`config.mk`:
```
export PLATFORM = sky130hd
export DESIGN_NAME = pwm_frame_ctrl
export DESIGN_NICKNAME = d
export VERILOG_FILES = /design/src/rtl/pwm_pkg.sv /design/src/rtl/pwm_timebase.sv /design/src/rtl/pwm_frame_ctrl.sv
export SDC_FILE = /design/constraint.sdc
export NUM_CORES = 1
export LEC_CHECK = 0
export ABC_CLOCK_PERIOD_IN_PS = 7150
export BUFFER_PORTS_ARGS = -buffer_cell sky130_fd_sc_hd__buf_2
export CELL_PAD_IN_SITES_DETAIL_PLACEMENT = 1
export CELL_PAD_IN_SITES_GLOBAL_PLACEMENT = 2
export CORE_ASPECT_RATIO = 0.8
export CORE_MARGIN = 3
export CORE_UTILIZATION = 42
export DETAILED_ROUTE_END_ITERATION = 10
export PLACE_DENSITY_LB_ADDON = 0.1
export SYNTH_ARGS = -nofsm -noshare
export SYNTH_HDL_FRONTEND = slang
export SYNTH_SLANG_ARGS = --single-unit
```
`constraint.sdc`:
```
create_clock -name clk -period 7.15 [get_ports clk]
set_input_delay 1.0725 -clock clk [delete_from_list [all_inputs] [get_ports clk]]
set_output_delay 1.0725 -clock clk [all_outputs]
set_load 0.01 [all_outputs]
```
`src/rtl/pwm_pkg.sv`:
```
// Shared definitions for the PWM front end: defaults, duty word type and
// register address-map helpers.
package pwm_pkg;

    localparam logic [15:0] DUTY_OFFSET         = 16'h098C;
    localparam int          DEF_TICK_DIV        = 32;
    localparam int          DEF_FRAME_TICKS     = 2500;

    typedef logic [15:0] duty_t;

    // Even address = low byte, odd address = high byte of channel addr/2.
    function automatic logic addr_is_hi(input logic [3:0] addr);
        return addr[0];
    endfunction

    function automatic logic [2:0] addr_ch(input logic [3:0] addr);
        return addr[3:1];
    endfunction

    function automatic logic addr_valid(input logic [3:0] addr, input int num_ch);
        return (int'(addr[3:1]) < num_ch);
    endfunction

endpackage

```
`src/rtl/pwm_timebase.sv`:
```
// Tick divider and frame counter; both strobes are decoded from the counters
// so they line up exactly with the wrap cycles.
module pwm_timebase
    import pwm_pkg::*;
#(
    parameter int TICK_DIV    = DEF_TICK_DIV,
    parameter int FRAME_TICKS = DEF_FRAME_TICKS
) (
    input  logic clk,
    input  logic reset,
    output logic clk_tick,
    output logic pwmclk
);

    localparam int DW = $clog2(TICK_DIV);
    localparam int FW = $clog2(FRAME_TICKS + 1);

    logic [DW-1:0] div_q, div_d;
    logic [FW-1:0] frm_q, frm_d;
    logic          div_wrap, frm_wrap;

    always_comb begin
        div_wrap = (div_q == DW'(TICK_DIV - 1));
        frm_wrap = (frm_q == FW'(FRAME_TICKS - 1));
        div_d    = div_wrap ? '0 : div_q + 1'b1;
        frm_d    = frm_q;
        if (div_wrap) begin
            frm_d = frm_wrap ? '0 : frm_q + 1'b1;
        end
    end

    always_ff @(posedge clk or posedge reset) begin
        if (reset) begin
            div_q <= '0;
            frm_q <= '0;
        end else begin
            div_q <= div_d;
            frm_q <= frm_d;
        end
    end

    assign clk_tick = div_wrap;
    assign pwmclk   = div_wrap & frm_wrap;

endmodule

```
`src/rtl/pwm_frame_ctrl.sv`:
```
// Double-buffered duty register bank committed at frame boundaries.
// Optional watchdog failsafe enabled by defining PWM_FAILSAFE_EN.
module pwm_frame_ctrl
    import pwm_pkg::*;
#(
    parameter int TICK_DIV    = DEF_TICK_DIV,
    parameter int FRAME_TICKS = DEF_FRAME_TICKS,
    parameter int NUM_CH      = 4,
    parameter int WDOG_FRAMES = 40
) (
    input  logic                  clk,
    input  logic                  reset,
    input  logic                  wr_en,
    input  logic [3:0]            wr_addr,
    input  logic [7:0]            wr_data,
    output logic                  clk_tick,
    output logic                  pwmclk,
    output logic [8*NUM_CH-1:0]   duty_lo,
    output logic [8*NUM_CH-1:0]   duty_hi,
    output logic [NUM_CH-1:0]     pending,
    output logic                  failsafe
);

    logic [2:0] wr_ch;
    logic       wr_lo, wr_hi, trip;

    pwm_timebase #(
        .TICK_DIV    (TICK_DIV),
        .FRAME_TICKS (FRAME_TICKS)
    ) u_timebase (
        .clk      (clk),
        .reset    (reset),
        .clk_tick (clk_tick),
        .pwmclk   (pwmclk)
    );

    assign wr_ch = addr_ch(wr_addr);
    assign wr_lo = wr_en && addr_valid(wr_addr, NUM_CH) && !addr_is_hi(wr_addr);
    assign wr_hi = wr_en && addr_valid(wr_addr, NUM_CH) &&  addr_is_hi(wr_addr);

    for (genvar gi = 0; gi < NUM_CH; gi++) begin : g_ch
        logic [7:0] stage_q, stage_d;
        duty_t      pword_q, pword_d;
        duty_t      active_q, active_d;
        logic       pend_q, pend_d;
        logic       sel;

        assign sel = (wr_ch == 3'(gi));

        // Commit reads the pre-write pending word; a write in the same cycle
        // re-arms pending for the following frame.
        always_comb begin
            stage_d  = stage_q;
            pword_d  = pword_q;
            active_d = active_q;
            pend_d   = pend_q;
            if (wr_lo && sel) stage_d = wr_data;
            if (pwmclk && pend_q) active_d = pword_q;
            if (trip) active_d = '0;
            if (pwmclk) pend_d = 1'b0;
            if (wr_hi && sel) begin
                pword_d = {wr_data, stage_q};
                pend_d  = 1'b1;
            end
        end

        always_ff @(posedge clk or posedge reset) begin
            if (reset) begin
                stage_q  <= '0;
                pword_q  <= '0;
                active_q <= '0;
                pend_q   <= 1'b0;
            end else begin
                stage_q  <= stage_d;
                pword_q  <= pword_d;
                active_q <= active_d;
                pend_q   <= pend_d;
            end
        end

        assign duty_lo[8*gi +: 8] = active_q[7:0];
        assign duty_hi[8*gi +: 8] = active_q[15:8];
        assign pending[gi]        = pend_q;
    end

`ifdef PWM_FAILSAFE_EN
    localparam int WDW = $clog2(WDOG_FRAMES + 1);

    logic [WDW-1:0] wdog_q, wdog_d;
    logic           fs_q, fs_d;

    // Counter saturates at the limit so the trip fires once per silence period.
    always_comb begin
        wdog_d = wdog_q;
        fs_d   = fs_q;
        trip   = pwmclk && !wr_hi && (wdog_q == WDW'(WDOG_FRAMES - 1));
        if (wr_hi) begin
            wdog_d = '0;
            fs_d   = 1'b0;
        end else if (pwmclk && (wdog_q != WDW'(WDOG_FRAMES))) begin
            wdog_d = wdog_q + 1'b1;
        end
        if (trip) fs_d = 1'b1;
    end

    always_ff @(posedge clk or posedge reset) begin
        if (reset) begin
            wdog_q <= '0;
            fs_q   <= 1'b0;
        end else begin
            wdog_q <= wdog_d;
            fs_q   <= fs_d;
        end
    end

    assign failsafe = fs_q;
`else
    assign trip     = 1'b0;
    assign failsafe = 1'b0;
`endif

endmodule

```
==> run summary <==
cts hold-fix bufs: 0
Distinct cells, synth: 34
full die area: 18800 um^2
ys flop type: dfrtp_1
maximum vdd ir drop: 0.000198 V
worst path required time: 6.08 ns
Worst Path Arrival: 2.45 ns
DRT antenna net count: 0
post-CTS sizing: 0
worst skew pair latency: 0.42 ns
first-pass GRT wire length: 23600 um
CP cell instances: ha_1 -> and3_1 -> ha_1 -> nand4_1 -> inv_1 -> buf_2
most used cell, CP: ha_1
Layout Nets: 550
largest delay contributor family on the critical path: adder cells
pin count of the biggest net entering global routing: 102
GP Congestion: 0.751
grt ovf: 0
synthesized flop and latch total: 181
status: finished, final reports clean
Area growth syn-to-layout: 15.6%
Die H: 123 um
hold_ws: 0.475 ns
# rows: 42
Via Count: 3916
Ys Warns: 0
Seq/Total Area, Yosys: 0.627
CTS buffer count: 17
die width: 153 um
Finished Layout Cells: 763
Post-synth EDFFs: 0
Overall Power: 2.33 mW
Tot GR Track Use: 0.165
vias in the first global route: 4258
CTS clk-pin slew, worst paths: 0.06 ns
Worst Hold Class: register to register
CP Capture Type: output pin
layout cell share with drive strength beyond 1: 0.517
drt pass-1 iters: 4
Slew Viols, Final: 0
number of max-cap violations: 0
initial core utilization: 0.432
Setup Skew: 0.00584 ns
Mapped Area: 7220 um^2
post-synthesis cell count: 443
clock sinks: 181
routed len/inst: 19.2 um
core box area: 16700 um^2
initial antenna violation count: 0
Crit Path Max Fanout: 19
P_leak: 4.16 nW
Tmin final: 3.52 ns
Crit path largest cell delay: 0.55 ns
CTS tree: built
Critical Path Start Type: register
WL final: 14700 um
antenna diode count: 0
vias per inst: 5.13
final hold violations: 0
fin util: 0.500
Placed Instances: 733
Final Cycle Share: 0.493
# setup viols final: 0
Fmax: 0.284 GHz
detailed placement HPWL: 9620 um
CTS H-tree depth: 4
Slowest-stage cell, CP: ha_1
starting DRC count in detailed routing: 190
number of setup buffers added after CTS: 0
IO Pins: 86
worst path bufs/invs: 2
maximum clock insertion buffer count: 2
CTS Root Cell: clkbuf_16
worst-margin pin slew: 1.11 ns
port bufs: 84
RSZ-0062 raised after global routing: false
Avg Inst Size Synth: 16.3 um^2
CP Class: register to output pin
Synth async-reset ratio: 1.00
DRC viols: 0
syn_nets: 461
pwr dens: 279 nW/um^2
TNS Setup: 0 ns
Relative slew margins: 0.259
==> metal layers <==
metal / share of wire / GRT usage / routed length [um] / vias to the layer above
li1: - / - / - / 1737
met1: 0.47 / 0.218 / 6970 / 2095
met2: 0.47 / 0.264 / 6900 / 71
met3: 0.039 / 0.0416 / 579 / 13
met4: 0.015 / 0.0651 / 222 / 0
met5: 0 / 0 / 0 / -
==> worst reg2reg max path: stages, from the launching register on <==
cell and delay (ns):
dfrtp_1 0.37, ha_1 0.19, and3_1 0.16, ha_1 0.55, nand3_1 0.24, nor3_4 0.88, mux2_2 0.44
==> placed cells by master (no fill, tap or decap), types with 2 or more instances in the layout <==
cell	n
nand3_1	9
nor2_1	11
nor2b_1	2
dfrtp_1	181
buf_4	4
a21o_1	3
xor2_1	4
inv_1	2
mux2_4	40
clkbuf_1	5
nand3b_1	3
xnor2_1	7
nor3_4	4
clkinv_2	2
a31oi_1	2
nand2_1	11
nand4_1	4
clkbuf_16	17
bufinv_16	2
clkbuf_8	4
mux2_2	120
buf_2	84
nor3_1	5
nor3b_2	2
ha_1	3
==> final timing paths <==
check,start,to,slack (ns),cells after the start
max,u_timebase.div_q[0]$_DFF_PP0_,pwmclk,3.63,6
min,u_timebase.div_q[0]$_DFF_PP0_,u_timebase.div_q[0]$_DFF_PP0_,0.48,1
max reg2reg,u_timebase.div_q[0]$_DFF_PP0_,g_ch[3].active_q[7]$_DFFE_PP0P_,4.22,6
min reg2reg,u_timebase.div_q[0]$_DFF_PP0_,u_timebase.div_q[0]$_DFF_PP0_,0.48,1
max in group asynchronous,reset,g_ch[1].pword_q[14]$_DFFE_PP0P_,4.75,3
min in group asynchronous,reset,g_ch[0].pword_q[7]$_DFFE_PP0P_,0.83,2
==> final cells by class <==
class	count	area, um^2
multi-input cells	241	2510
clock inverters	4	70.1
fillers	1633	8360
clock buffers	26	499
repair buffers	88	450
well taps	220	275
inverters	3	16.3
flip-flops and latches	181	4530
==> registers in the layout, summed over array words and instances (netlist names) <==
name              cells
g_ch.pword_q         64
u_timebase.div_q      5
g_ch.stage_q         32
u_timebase.frm_q     12
g_ch.active_q        64
g_ch.pend_q           4
==> Yosys cell counts (2+ instances only) <==
| library cell | instances | area, um^2 |
|---|---|---|
| dfrtp_1 | 181 | 4530 |
| mux2_2 | 120 | 1350 |
| mux2_4 | 40 | 601 |
| nand2_1 | 11 | 41.3 |
| nor2_1 | 11 | 41.3 |
| nand3_1 | 9 | 45.0 |
| xnor2_1 | 7 | 61.3 |
| buf_4 | 5 | 37.5 |
| nor3_1 | 5 | 25.0 |
| buf_12 | 4 | 80.1 |
| clkbuf_1 | 4 | 15.0 |
| nand4_1 | 4 | 25.0 |
| nor3_4 | 4 | 65.1 |
| xor2_1 | 4 | 35.0 |
| a21o_1 | 3 | 22.5 |
| buf_2 | 3 | 15.0 |
| ha_1 | 3 | 37.5 |
| inv_1 | 3 | 11.3 |
| nand3b_1 | 3 | 22.5 |
| a31oi_1 | 2 | 12.5 |
| buf_6 | 2 | 22.5 |
| nor2b_1 | 2 | 12.5 |
| nor3b_2 | 2 | 25.0 |
==> stage by stage <==
step / worst slack, ns / cell area, um^2
floorplan: 1.16 / 7220
global placement: 4.18 / 7780
detailed placement: 4.03 / 7780
CTS: 3.57 / 8350
global route: 3.38 / 8350
finish: 3.63 / 8350
==> cells by family after synthesis <==
logic type,synth area share
flip-flops,0.627
AND/OR/NAND/NOR,0.0511
multiplexers,0.272
buffers and inverters,0.0251
adder cells (fa/ha/maj),0.00520
XOR/XNOR,0.0133
AO/OA/AOI/OAI,0.00554
other,0.000519
==> report_power, final <==
group	internal, mW	switching (mW)	total, mW	leakage (nW)
Sequential	1.16	0.0718	1.23	2.36
Combinational	0.110	0.0708	0.181	1.52
Clock	0.548	0.364	0.911	0.280
Note: power is estimated with default switching activity, not from simulation.
